===== src/rtl/alu_seq_ctrl_if.sv =====
// alu_seq_ctrl_if: operand stream, ALU drive and result handshake of the neuron sequencer.
interface alu_seq_ctrl_if #(parameter int LEN_W = 4);
    logic             start;
    logic [LEN_W-1:0] len;
    logic             in_valid;
    logic [7:0]       in_x;
    logic [7:0]       in_w;
    logic             in_ready;
    logic [7:0]       alu_op1;
    logic [7:0]       alu_op2;
    logic [2:0]       alu_ctrl;
    logic [7:0]       alu_result;
    logic             out_valid;
    logic [7:0]       out_y;
    logic [7:0]       out_acc;
    logic             out_ready;
    logic             busy;
    modport slave (
        input  start, len, in_valid, in_x, in_w, alu_result, out_ready,
        output in_ready, alu_op1, alu_op2, alu_ctrl, out_valid, out_y, out_acc, busy
    );
    modport master (
        output start, len, in_valid, in_x, in_w, alu_result, out_ready,
        input  in_ready, alu_op1, alu_op2, alu_ctrl, out_valid, out_y, out_acc, busy
    );
endinterface


===== src/rtl/alu_seq_ctrl.sv =====
// alu_seq_ctrl: drives a shared combinational 8-bit ALU to compute y = ACT(sum x[i]*w[i]).
module alu_seq_ctrl #(parameter int LEN_W = 4) (
    input logic          clk,
    input logic          rst_n,
    alu_seq_ctrl_if.slave bus
);
    typedef enum logic [2:0] {IDLE, FETCH, MUL, ADD, ACT, DONE} state_t;
    state_t           state_q;
    logic [LEN_W-1:0] len_q, cnt_q;
    logic [7:0]       acc_q, x_q, w_q, prod_q, y_q, out_acc_q;
    always_ff @(posedge clk or negedge rst_n) begin
        if (!rst_n) begin
            state_q   <= IDLE;
            len_q     <= '0;
            cnt_q     <= '0;
            acc_q     <= '0;
            x_q       <= '0;
            w_q       <= '0;
            prod_q    <= '0;
            y_q       <= '0;
            out_acc_q <= '0;
        end else begin
            case (state_q)
                IDLE: if (bus.start) begin
                    acc_q <= '0;
                    if (bus.len != '0) begin
                        len_q   <= bus.len;
                        cnt_q   <= '0;
                        state_q <= FETCH;
                    end else begin
                        state_q <= ACT;
                    end
                end
                FETCH: if (bus.in_valid) begin
                    x_q     <= bus.in_x;
                    w_q     <= bus.in_w;
                    state_q <= MUL;
                end
                MUL: begin
                    prod_q  <= bus.alu_result;
                    state_q <= ADD;
                end
                ADD: begin
                    acc_q   <= bus.alu_result;
                    cnt_q   <= cnt_q + 1'b1;
                    state_q <= (cnt_q == len_q - 1'b1) ? ACT : FETCH;
                end
                ACT: begin
                    y_q       <= bus.alu_result;
                    out_acc_q <= acc_q;
                    state_q   <= DONE;
                end
                DONE: if (bus.out_ready) state_q <= IDLE;
                default: state_q <= IDLE;
            endcase
        end
    end
    // ALU operands are decoded straight from the state so the ALU settles within the cycle
    always_comb begin
        bus.alu_ctrl = (state_q == MUL) ? 3'b010 :
                       (state_q == ADD) ? 3'b001 :
                       (state_q == ACT) ? 3'b011 : 3'b000;
        bus.alu_op1  = (state_q == MUL) ? x_q :
                       (state_q == ADD || state_q == ACT) ? acc_q : 8'd0;
        bus.alu_op2  = (state_q == MUL) ? w_q :
                       (state_q == ADD) ? prod_q : 8'd0;
    end
    assign bus.in_ready  = (state_q == FETCH);
    assign bus.out_valid = (state_q == DONE);
    assign bus.busy      = (state_q != IDLE);
    assign bus.out_y     = y_q;
    assign bus.out_acc   = out_acc_q;
endmodule


===== src/flat_wrapper.sv =====
// flat-port wrapper written by rule: the top's interface ports become plain ports
module alu_seq_ctrl_flat 
#(parameter int LEN_W = 4)
  (clk, rst_n, bus_start, bus_len, bus_in_valid, bus_in_x, bus_in_w, bus_alu_result, bus_out_ready, bus_in_ready, bus_alu_op1, bus_alu_op2, bus_alu_ctrl, bus_out_valid, bus_out_y, bus_out_acc, bus_busy);
  alu_seq_ctrl_if #(.LEN_W(LEN_W)) bus_i ();
  input logic clk;
  input logic rst_n;
  input wire logic [$bits(bus_i.start)-1:0] bus_start;
  input wire logic [$bits(bus_i.len)-1:0] bus_len;
  input wire logic [$bits(bus_i.in_valid)-1:0] bus_in_valid;
  input wire logic [$bits(bus_i.in_x)-1:0] bus_in_x;
  input wire logic [$bits(bus_i.in_w)-1:0] bus_in_w;
  input wire logic [$bits(bus_i.alu_result)-1:0] bus_alu_result;
  input wire logic [$bits(bus_i.out_ready)-1:0] bus_out_ready;
  output wire logic [$bits(bus_i.in_ready)-1:0] bus_in_ready;
  output wire logic [$bits(bus_i.alu_op1)-1:0] bus_alu_op1;
  output wire logic [$bits(bus_i.alu_op2)-1:0] bus_alu_op2;
  output wire logic [$bits(bus_i.alu_ctrl)-1:0] bus_alu_ctrl;
  output wire logic [$bits(bus_i.out_valid)-1:0] bus_out_valid;
  output wire logic [$bits(bus_i.out_y)-1:0] bus_out_y;
  output wire logic [$bits(bus_i.out_acc)-1:0] bus_out_acc;
  output wire logic [$bits(bus_i.busy)-1:0] bus_busy;
  assign bus_i.start = bus_start;
  assign bus_i.len = bus_len;
  assign bus_i.in_valid = bus_in_valid;
  assign bus_i.in_x = bus_in_x;
  assign bus_i.in_w = bus_in_w;
  assign bus_i.alu_result = bus_alu_result;
  assign bus_i.out_ready = bus_out_ready;
  assign bus_in_ready = bus_i.in_ready;
  assign bus_alu_op1 = bus_i.alu_op1;
  assign bus_alu_op2 = bus_i.alu_op2;
  assign bus_alu_ctrl = bus_i.alu_ctrl;
  assign bus_out_valid = bus_i.out_valid;
  assign bus_out_y = bus_i.out_y;
  assign bus_out_acc = bus_i.out_acc;
  assign bus_busy = bus_i.busy;
  alu_seq_ctrl #(.LEN_W(LEN_W)) u_core (.clk(clk), .rst_n(rst_n), .bus(bus_i));
endmodule

===== config.mk =====
export PLATFORM = sky130hd
export DESIGN_NAME = alu_seq_ctrl_flat
export DESIGN_NICKNAME = d
export VERILOG_FILES = /design/src/rtl/alu_seq_ctrl_if.sv /design/src/rtl/alu_seq_ctrl.sv /design/src/flat_wrapper.sv
export SDC_FILE = /design/constraint.sdc
export NUM_CORES = 1
export LEC_CHECK = 0
export CELL_PAD_IN_SITES_DETAIL_PLACEMENT = 1
export CELL_PAD_IN_SITES_GLOBAL_PLACEMENT = 1
export CORE_ASPECT_RATIO = 1.2
export CORE_MARGIN = 4
export CORE_UTILIZATION = 30
export DETAILED_ROUTE_END_ITERATION = 8
export PLACE_DENSITY = 0.74
export REMOVE_ABC_BUFFERS = 1
export SYNTH_ARGS = -nofsm -noshare
export SYNTH_HDL_FRONTEND = slang
export SYNTH_SLANG_ARGS = --single-unit

===== constraint.sdc =====
create_clock -name clk -period 2.6 [get_ports clk]
set_clock_uncertainty 0.1 [all_clocks]
set_input_delay 0.52 -clock clk [delete_from_list [all_inputs] [get_ports clk]]
set_output_delay 0.52 -clock clk [all_outputs]
set_load 0.05 [all_outputs]

After elaboration in Yosys (flattened, before gate mapping). Index checks and enable logic that the tools add are counted. Widths: inputs -> output; s select.

$add $sub $neg: 2. Equal/unequal tests: 10. Multiplexer cells: 18. Reductions and logical operators: 10.

Operator list (number): $mux 8 (5); $mux 3 (7); $pmux 3 s6 (1); $pmux 8 s2 (1); $reduce_and 3->1 (3); $mux 4 (2); $pmux 4 s2 (1); $eq 3x2->1 const B (2); $eq 3x3->1 const B (2); $ne 2x2->1 const B (3); $add 4x1->4 const B (1); $eq 4x4->1 (1); $reduce_and 2->1 (2); $reduce_bool 4->1 (1); $sub 4x1->4 const B (1); $eq 3x1->1 const B (1); $logic_not 3->1 (1); $reduce_bool 3->1 (1); $mux 2 (1); $ne 2x1->1 const B (1); $reduce_bool 2->1 (1); $logic_or 1x1->1 (1).

Flip-flop bits (word level): 59. Word-level logic and storage cells: 49.

Logic depth before layout (Yosys ltp).
Depth in word-level cells: 4. Gate-level depth with buffers: 6. Depth with buffers taken out: 6.

Worst setup path after synthesis. OpenSTA, ideal clock, no wires.

Path kind: register to output. Start point: register u_core.state_q[2]. End point: output port bus_alu_op1[0]. Arrival time: 1770 ps. Path slack: 210 ps. Cell stages (with the launch flop): 7. Cells stage by stage: dfrtp_1 -> buf_4 -> inv_1 -> nor3_4 -> or2_2 -> buf_4 -> a22o_1.

Cells in the longest elaborated chain, start to end: 4.

Ends and longest elaborated chain: start, declared (RTL line alu_seq_ctrl.sv:8) `state_t state_q;`; start signal, assigned (RTL line alu_seq_ctrl.sv:46) `state_q <= (cnt_q == len_q - 1'b1) ? ACT : FETCH;`; $eq 3x2->1 or $eq 3x3->1 (tied branches) (RTL line alu_seq_ctrl.sv:64) `(state_q == ADD || state_q == ACT) ? acc_q : 8'd0;`; $logic_or 1x1->1 (RTL line alu_seq_ctrl.sv:64); $mux 8 (RTL line alu_seq_ctrl.sv:64); $mux 8 * (RTL line alu_seq_ctrl.sv:63) `bus.alu_op1 = (state_q == MUL) ? x_q :`; end, declared (RTL line flat_wrapper.sv:16) `output wire logic [$bits(bus_i.alu_op1)-1:0] bus_alu_op1;`.

Mark *: on every way between the ends. The rest lies on a longest branch, timed or not.

Final worst setup path.
Start point: register u_core.state_q[1]. End point: output port bus_alu_op2[4].

Cells in the longest elaborated chain, start to end: 3.

Ends and longest elaborated chain: $eq 3x2->1 (RTL line alu_seq_ctrl.sv:66) `(state_q == ADD) ? prod_q : 8'd0;`; $mux 8 (RTL line alu_seq_ctrl.sv:66); $mux 8 * (RTL line alu_seq_ctrl.sv:65) `bus.alu_op2 = (state_q == MUL) ? w_q :`; end, declared (RTL line flat_wrapper.sv:17) `output wire logic [$bits(bus_i.alu_op2)-1:0] bus_alu_op2;`.

Marks and branches as above.

==> summary.txt <==
Synth
  • XOR/XNOR Fraction of Synth Area: 2.15%
  • Largest family of logic cells by synthesized area: multiplexers
  • Synth top area share: 55.2%
  • Post-synthesis compound-gate area fraction: 12.3%
  • Syn Inst Count: 203
  • Yosys top cell by area: dfrtp_1
  • Mapped Area: 0.00268 mm2
  • Mux cell area share after synthesis: 18.5%
  • Simple-gate share of the synthesized area: between 7 and 8%
  • Number of flops mapped to enable cells by yosys: 0
  • Top post-synthesis cells by area: dfrtp_1 55%, mux2_2 19%, a22o_1 8.2%
  • YS warnings: 0
  • Number of synthesized register bits: 59
  • Synth unique cells: 36
  • Async set-reset flop share out of synthesis: 100%
  • Most used DFF post-synth: dfrtp_1
  • Post-Syn Area per Cell: 13.2 um2
  • Register area share after synthesis: 55.2%
  • Post-Synth Adder-Cell Area: less than 1%

Floorplanning
  • Starting Density: 30.9%
  • Core area: 0.00866 mm2
  • Row count: 37
  • Ports: 71
  • Width of the die: approximately 94 um
  • Die area: 0.0105 mm2
  • Die Y-Extent: 111 um

Outcome
  • Outcome: finished, final reports clean

Placement
  • Post-DP Area: 0.00371 mm2
  • PortBufs: 69
  • GPL Wtd Cong: 0.764
  • Setup Slack @ Placement: 0.195 ns
  • HPWL Detailed: 5050 um

Clock tree
  • CTS clk-pin slew, worst paths: 0.07 ns
  • Num CTS Buffers: 9
  • Sink Count: 59
  • Clock root cell: clkbuf_8
  • CTS tree: built
  • CTS Buffer Depth: 2
  • Latest clock arrival within the worst-skew pair: 0.34 ns
  • H-tree levels: 3

Cells and area
  • Final instance area: about 0.0039 mm2
  • FF/Latch Area: 0.00148 mm2
  • Filler cells: 902
  • Share of post-route cells with drive strength above 1: 34.8%
  • Area growth, synth to finish: 45.8%
  • Diodes inserted: 0
  • Multi-input gate area: 0.00111 mm2
  • Post-layout net count: 317

STA
  • Setup repair after global routing missed its margin: true
  • Setup TNS: 0 ns
  • Minimum period implied by the final worst setup slack: around 2.5 ns
  • Endpoints failing hold: 0
  • Slew Limit Fails: 0
  • Setup ws final: between 0.1 and 0.15 ns
  • Worst Hold Slack: 0.0708 ns
  • Max Clock Freq: 402 MHz
  • Actual slew at the worst max-slew pin: 0.917 ns
  • Final setup violation count: 0
  • Slew Limit Headroom: 38.8%
  • Tcrit/Tclk final: 95.7%

Worst setup path
  • Worst R2R End: u_core.acc_q[1]$_DFFE_PN0P_
  • Flop2flop setup slack: 0.52 ns
  • Critical Path Max Stage Delay: between 0.4 and 0.5 ns
  • Startpoint types: flop
  • Crit Path Category: flop to output port
  • CP Buf/Inv Count: 4
  • Crit path cell chain: buf_4 > inv_1 > nor3_4 > buf_6 > a22o_1 > buf_12
  • WP data required: 1.98 ns
  • Worst R2R Start: u_core.state_q[0]$_DFFE_PN0P_
  • Crit-path slowest cell: dfrtp_1
  • Crit-path max FO: 16
  • Delay-heaviest family, CP: buffers and inverters
  • Worst setup EP type: output port
  • Crit path DAT: 1.87 ns
  • Reg2Reg Depth: 4

Global routing
  • Initial antenna violation count: 0
  • GRT Residual Overflow: 0
  • Vias in the first global route: ~2,300
  • Tot GR Track Use: 14.6%
  • First-pass GRT wire length: 11,900 um
  • Pin count of the biggest net entering global routing: 60

Power and ir drop
  • Switching pwr: 2.55 mW
  • Leak: 1.68 nW
  • PD cells: 1480 mW/mm2
  • Cell-internal power: ~3.2 mW
  • Switch share: 44.3%
  • Combinational Power Share: 58.3%
  • VDD IR-drop max: 708 uV
  • Total power: 5.76 mW
  • Sequential share of power: 28.2%
  • Power share of the clock group: 13.6%

Detailed routing
  • DRC: 0
  • Wire per inst: 17.3 um
  • Iter 0 DRT Violations: 32
  • Vias: around 2,000
  • DRT Pass-1 Iters: 4
  • Vias/cell: 4.85
  • Detailed Route WL: 6970 um
  • Antenna Nets Post-Route: 0

Flow run
  • # Max-Cap Violations: 0

Hold path
  • Worst hold path type: primary input to async pin
## layer usage
| metal | vias to the layer above | GRT usage (%) | wire [um] |
|---|---|---|---|
| li1 | 897 | - | - |
| met1 | 1003 | 17.1 | 2800 |
| met2 | 49 | 25.2 | 3690 |
| met3 | 11 | 4.12 | 364 |
| met4 | 0 | 5.49 | 115 |
| met5 | - | 0 | 0 |
## worst reg2reg max path, stage by stage (launching register included)
cell	delay, ns
dfrtp_1	0.47
and3b_1	0.23
buf_4	0.23
a21oi_1	0.74
a22o_1	0.24
## sequential cells by signal, summed over array words and instances (netlist names)
register	cells
u_core.prod_q	8
u_core.len_q	4
u_core.bus.out_y	8
u_core.state_q	3
u_core.acc_q	8
u_core.cnt_q	4
u_core.x_q	8
u_core.w_q	8
u_core.bus.out_acc	8
## cells by family (layout without fill, tap and decap cells)
family | after synthesis | count (layout)
other | 1 | 1
buffers and inverters | 18 | 102
AOI/OAI and AO/OA | 42 | 42
and+or+nand+nor | 32 | 32
muxes | 44 | 44
DFF | 59 | 59
adders and majority gates | 2 | 2
xor gates and xnor gates | 5 | 5
## layout by cell type, fill, tap and decap left out, drive strengths merged, types with 2 or more instances in the layout
master,netlist,final
nor2,10,10
nand2,5,5
nand3,4,4
dfrtp,59,59
nor3,5,5
or2,2,2
buf,10,32
clkdlybuf4s50,0,47
o21ai,3,3
a21oi,7,7
or4,2,2
inv,6,9
xor2,2,2
clkinvlp,0,3
mux2,44,44
xnor2,2,2
clkbuf,2,9
a22o,25,25
ha,2,2
## area by class of cell
cell class / count / area share, %
tap: 117 / 3.75
multi-input combinational: 126 / 28.4
timing repair buffer: 80 / 24.7
inverter: 6 / 0.577
sequential: 59 / 37.8
clock inverter: 7 / 1.54
clock buffer: 9 / 3.18
## through the flow
stage / instances / utilization (%)
floorplan: 191 / -
global placement: 388 / 42.8
detailed placement: 388 / 42.8
CTS: 404 / 45.0
global route: 404 / 45.1
finish: 404 / 45.1
## cells in the mapped netlist, types with 2 or more instances
cell and n:
dfrtp_1 59, mux2_2 44, a22o_1 25, nor2_1 9, buf_4 7, a21oi_1 6, inv_1 6, nand2_1 5
nand3_1 4, buf_2 3, o21ai_0 3, clkbuf_1 2, ha_1 2, nor3_1 2, nor3_4 2, or2_2 2
xnor2_1 2, xor2_1 2
## power by group through the flow
stage	Sequential, mW	Combinational [mW]	Clock, mW
floorplan	2.03	1.61	0
global placement	1.62	3.32	0
detailed placement	1.65	3.39	0
CTS	1.63	3.41	0.801
global route	1.69	3.56	0.848
finish	1.62	3.35	0.781
## worst max path at each step
stage / startpoint / endpoint / depth (start not counted)
floorplan: u_core.state_q[2]$_DFFE_PN0P_ / bus_alu_op1[0] / 4
global placement: bus_len[1] / u_core.len_q[0]$_DFFE_PN0P_ / 4
detailed placement: bus_len[1] / u_core.len_q[0]$_DFFE_PN0P_ / 4
CTS: u_core.state_q[2]$_DFFE_PN0P_ / bus_busy / 4
global route: u_core.state_q[1]$_DFFE_PN0P_ / bus_alu_op1[5] / 6
finish: u_core.state_q[1]$_DFFE_PN0P_ / bus_alu_op2[4] / 6
## timing repair
item,CTS,global route
hold buffers,0,0
endpoints found under the setup margin,8,12
buffers inserted,0,0
resized for setup,1,2
gates cloned,0,0
Power figures use the tool's default switching activity.
